`src/rtl/ret_stack.sv`:
```
// Return-address stack: LIFO of DEPTH entries whose top entry is presented
// combinationally, so a return can load it as next PC in the same cycle.
module ret_stack #(
    parameter int WIDTH = 10,
    parameter int DEPTH = 16,
    localparam int PW   = $clog2(DEPTH) + 1
) (
    input  logic             clk,
    input  logic             reset,
    input  logic             push,
    input  logic             pop,
    input  logic [WIDTH-1:0] din,
    output logic [WIDTH-1:0] dout,
    output logic [PW-1:0]    count,
    output logic             empty,
    output logic             full,
    output logic             overflow,
    output logic             underflow
);
    localparam int AW = $clog2(DEPTH);

    logic [WIDTH-1:0] mem [DEPTH];
    logic [PW-1:0]    sp_reg;
    logic [PW-1:0]    sp_next;
    logic             overflow_reg;
    logic             overflow_next;
    logic             underflow_reg;
    logic             underflow_next;
    logic [AW-1:0]    top_idx;
    logic             wr_en;
    logic [AW-1:0]    wr_addr;

    assign empty     = (sp_reg == '0);
    assign full      = (sp_reg == PW'(DEPTH));
    assign count     = sp_reg;
    assign overflow  = overflow_reg;
    assign underflow = underflow_reg;
    assign top_idx   = AW'(sp_reg - PW'(1));
    assign dout      = empty ? '0 : mem[top_idx];

    always_comb begin
        sp_next        = sp_reg;
        overflow_next  = overflow_reg;
        underflow_next = underflow_reg;
        wr_en          = 1'b0;
        wr_addr        = sp_reg[AW-1:0];
        unique case ({push, pop})
            2'b10: begin
                if (full) begin
                    overflow_next = 1'b1;
                end else begin
                    wr_en   = 1'b1;
                    sp_next = sp_reg + PW'(1);
                end
            end
            2'b01: begin
                if (empty) underflow_next = 1'b1;
                else       sp_next        = sp_reg - PW'(1);
            end
            2'b11: begin
                wr_en = 1'b1;
                if (empty) begin
                    // Pop of nothing still counts as underflow; the push lands in slot 0.
                    wr_addr        = '0;
                    sp_next        = PW'(1);
                    underflow_next = 1'b1;
                end else begin
                    wr_addr = top_idx;
                end
            end
            default: ;
        endcase
    end

    always_ff @(posedge clk or negedge reset) begin
        if (!reset) begin
            sp_reg        <= '0;
            overflow_reg  <= 1'b0;
            underflow_reg <= 1'b0;
        end else begin
            sp_reg        <= sp_next;
            overflow_reg  <= overflow_next;
            underflow_reg <= underflow_next;
        end
    end

    // Storage has no reset; writes are simply suppressed while reset is held.
    for (genvar gi = 0; gi < DEPTH; gi++) begin : g_entry
        always_ff @(posedge clk) begin
            if (reset && wr_en && (wr_addr == AW'(gi))) begin
                mem[gi] <= din;
            end
        end
    end
endmodule

```
`config.mk`:
```
export PLATFORM = sky130hd
export DESIGN_NAME = ret_stack
export DESIGN_NICKNAME = d
export VERILOG_FILES = /design/src/rtl/ret_stack.sv
export SDC_FILE = /design/constraint.sdc
export NUM_CORES = 1
export LEC_CHECK = 0
export CAP_MARGIN = 20
export CORE_UTILIZATION = 40
export CTS_CLUSTER_DIAMETER = 40
export DETAILED_ROUTE_END_ITERATION = 8
export GPL_ROUTABILITY_DRIVEN = 0
export PLACE_DENSITY_LB_ADDON = 0.15
export SYNTH_ARGS = -nofsm -noshare
export SYNTH_HDL_FRONTEND = slang
export SYNTH_SLANG_ARGS = --single-unit
```
`constraint.sdc`:
```
create_clock -name clk -period 3 [get_ports clk]
set_input_delay 0.3 -clock clk [delete_from_list [all_inputs] [get_ports clk]]
set_output_delay 0.3 -clock clk [all_outputs]
set_load 0.02 [all_outputs]
```
==> results.sh <==
export IMPL_status="finished, final reports clean"
export IMPL_crit_type="flop to output pin"
export IMPL_synthDistinctLibCells=44
export IMPL_core_sq_um=16640
export IMPL_antenna_found_initial=0
export IMPL_p_int_mw=5.754
export IMPL_period_share_pct=96.22
export IMPL_worst_setup_path_start_kind="flop"
export IMPL_grt_max_degree=30
export IMPL_cts_root_buf="clkbuf_16"
export IMPL_fin_tns_setup_ns=0
export IMPL_area_growth_pct=21.69
export IMPL_power_switching_mw=2.916
export IMPL_clkPwrFrac_pct=24.9
export IMPL_layout_nets=439
export IMPL_synth_nets=367
export IMPL_yosysTopAreaCell="edfxtp_1"
export IMPL_antenna_cells=0
export IMPL_pwr_share_comb_pct=43.2
export IMPL_slowest_delay_ns=0.53
export IMPL_slew_viol_final=0
export IMPL_top_register="mem"
export IMPL_drive_gt1_share_pct=30.18
export IMPL_yosys_register_bits=167
export IMPL_end_kind="output pin"
export IMPL_dp_hpwl_um=9439
export IMPL_die_h_um=133.0
export IMPL_grt_pass1_vias=3781
export IMPL_synth_warnings=0
export IMPL_ff2ff_setup_slack_ns=0.42
export IMPL_layout_common_cells="edfxtp_1, mux4_2, buf_4, mux2i_1, clkdlybuf4s50_1"
export IMPL_stdcell_count=654
export IMPL_die_w_um=133.0
export IMPL_fin_ws_ns=0.1134
export IMPL_swShare_pct=33.63
export IMPL_p_per_area_nw_per_um2=1039
export IMPL_seqPwrFrac_pct=31.9
export IMPL_clk_pin_slew_ns=0.06
export IMPL_crit_required_ns=2.70
export IMPL_fmax_mhz=346.4
export IMPL_wl_per_cell_um=23.07
export IMPL_path_cells="or4_4 -> and2_1 -> buf_12 -> mux2i_1 -> o22ai_1 -> dlygate4sd2_1"
export IMPL_drt_total_wl_um=15090
export IMPL_p_leak_nw=2.840
export IMPL_netlist_instances=350
export IMPL_crit_fanout=20
export IMPL_setup_viol=0
export IMPL_hold_viol_final=0
export IMPL_port_buffers=32
export IMPL_first_pass_iters=4
export IMPL_ctsHoldBuffers=0
export IMPL_vdd_drop_max_uv=486.4
export IMPL_hp_class="primary input to asynchronous set/reset pin"
export IMPL_fin_worst_skew_ns=0.007586
export IMPL_final_common_cell="edfxtp_1"
export IMPL_grt_first_pass_wirelength_um=22940
export IMPL_dpl_worst_slack_ns=0.1965
export IMPL_grt_ovfl_total=0
export IMPL_synth_seq_area_share_pct=72.59
export IMPL_whs_ns=0.1856
export IMPL_worstMarginPinSlew_ns=0.7145
export IMPL_dieArea_sq_um=17680
export IMPL_syn_avg_cell_area_sq_um=19.60
export IMPL_reg2regPathDepth=8
export IMPL_cp_slowest_cell="or4_4"
export IMPL_start_util_pct=41.22
export IMPL_placedCellCount=621
export IMPL_worst_skew_pair_late_latency_ns=0.42
export IMPL_synth_top_area_share_pct=70.03
export IMPL_largest_register_ffs=160
export IMPL_htree_levels=4
export IMPL_cts_tree="yes"
export IMPL_drc=0
export IMPL_num_io_pins=33
export IMPL_clockBufferDepth=2
export IMPL_r2r_start="count[1]$_DFFE_PN0P_"
export IMPL_rows=47
export IMPL_drt_iter0_drc=221
export IMPL_viasPerCell=5.431
export IMPL_post_synth_main_area_contributors="edfxtp_1, mux4_2, mux2i_1, dfrtp_1, o22ai_1"
export IMPL_relSlewSlack_pct=51.86
export IMPL_cp_data_arrival_time_ns=2.59
export IMPL_vias=3552
export IMPL_cts_buffers=17
export IMPL_fillCellCount=1389
export IMPL_ant_nets=0
export IMPL_synth_area_sq_um=6860
export IMPL_r2r_end="mem[3][2]$_DFFE_PP_"
export IMPL_fin_crit_ns=2.887
export IMPL_rsz0062_at_grt="false"
export IMPL_grtUsageTotal_pct=18.41
export IMPL_clock_sinks=167
export IMPL_max_cap_viol_count=0
==> synth_stat cells <==
master       n
inv_1        5
a21o_1       1
a22o_1       2
a211oi_2     1
o221ai_1     1
mux4_2      40
a211o_1      1
o2111ai_1    1
a211oi_1     1
or2_2        1
nand3b_1     1
nor3b_1      2
a21oi_1      6
ha_1         3
o2bb2ai_1    1
or4_4        1
xor2_1       2
nor4b_4      1
and2_1       3
nor2_2       1
o22ai_1     11
nand2b_1     1
mux2_2       1
edfxtp_1   160
dfrtp_1      7
mux2i_1     23
o21ai_0      5
o31ai_1      1
nand3_1      3
nor2_1      10
a22oi_1      2
buf_1        2
or3_1        1
or2_1        1
a2bb2oi_1    3
nand2_1      8
nor3_1      12
clkbuf_1     8
a31oi_1      1
buf_2        6
nor4bb_1     1
a31o_2       1
nor2b_1      2
buf_6        5
==> what timing repair did <==
action                                  in CTS  in global routing
hold endpoints to repair                     0                  0
cloned                                       0                  1
setup buffers                                0                  1
pin swaps                                    0                  1
resized for setup                           12                  6
endpoints found under the setup margin      10                  9
==> metrics by stage <==
| step | util [%] | instance area, sq um | power, mW |
|---|---|---|---|
| 3_3_place_gp | 46.36 | 7716 | 6.590 |
| 6_report | 50.16 | 8348 | 8.670 |
| 3_5_place_dp | 46.36 | 7716 | 6.604 |
| 4_1_cts | 49.85 | 8295 | 8.633 |
| 5_1_grt | 50.16 | 8348 | 9.094 |
| 2_1_floorplan | - | 6875 | 5.170 |
==> worst max-delay path, delay by kind of cell, from the launching register on <==
kind,cells,cell delay [ns]
simple gates,2,0.73
flops,1,0.50
buf+inv,2,0.56
compound gates,1,0.23
mux,1,0.15
==> power groups by stage <==
stage               clock network, mW  registers [mW]  logic (mW)
detailed placement                  0            2.81        3.79
global placement                    0            2.81        3.78
CTS                              2.20            2.77        3.66
finish                           2.16            2.77        3.74
floorplan                           0            2.85        2.32
global route                     2.29            2.78        4.03
==> worst max-delay path by stage <==
stage / endpoint / from
6_report: dout[8] / count[0]$_DFFE_PN0P_
3_5_place_dp: dout[5] / count[0]$_DFFE_PN0P_
3_3_place_gp: dout[5] / count[0]$_DFFE_PN0P_
5_1_grt: dout[6] / count[1]$_DFFE_PN0P_
2_1_floorplan: mem[4][0]$_DFFE_PP_ / count[0]$_DFFE_PN0P_
4_1_cts: dout[5] / count[0]$_DFFE_PN0P_
==> area by class of cell <==
class / instances / area, sq um / area share, %
inverters: 5 / 18.77 / 0.2248
multi-input cells: 157 / 1798 / 21.54
well taps: 220 / 275.3 / 3.297
clock buffers: 19 / 432.9 / 5.186
flip-flops and latches: 167 / 4984 / 59.70
clock inverters: 12 / 152.6 / 1.829
repair buffers: 74 / 686.9 / 8.228
==> logic make-up after synthesis <==
group	synth area share, %
multiplexers	16.65
flip-flops	72.59
XOR/XNOR	0.2554
AND/OR/NAND/NOR	3.976
AO/OA/AOI/OAI	3.903
buffers and inverters	2.079
adder cells (fa/ha/maj)	0.5472
==> layer usage <==
metal | wire [um] | part of all wire, % | vias to the layer above | global-route usage [%]
met1 | 6733 | 45 | 1872 | 25.07
met3 | 752 | 5.0 | 9 | 4.368
met5 | 0 | 0 | - | 0
met2 | 7489 | 50 | 80 | 29.46
met4 | 110 | 0.73 | 0 | 5.556
li1 | - | - | 1591 | -
Power figures use the tool's default switching activity.
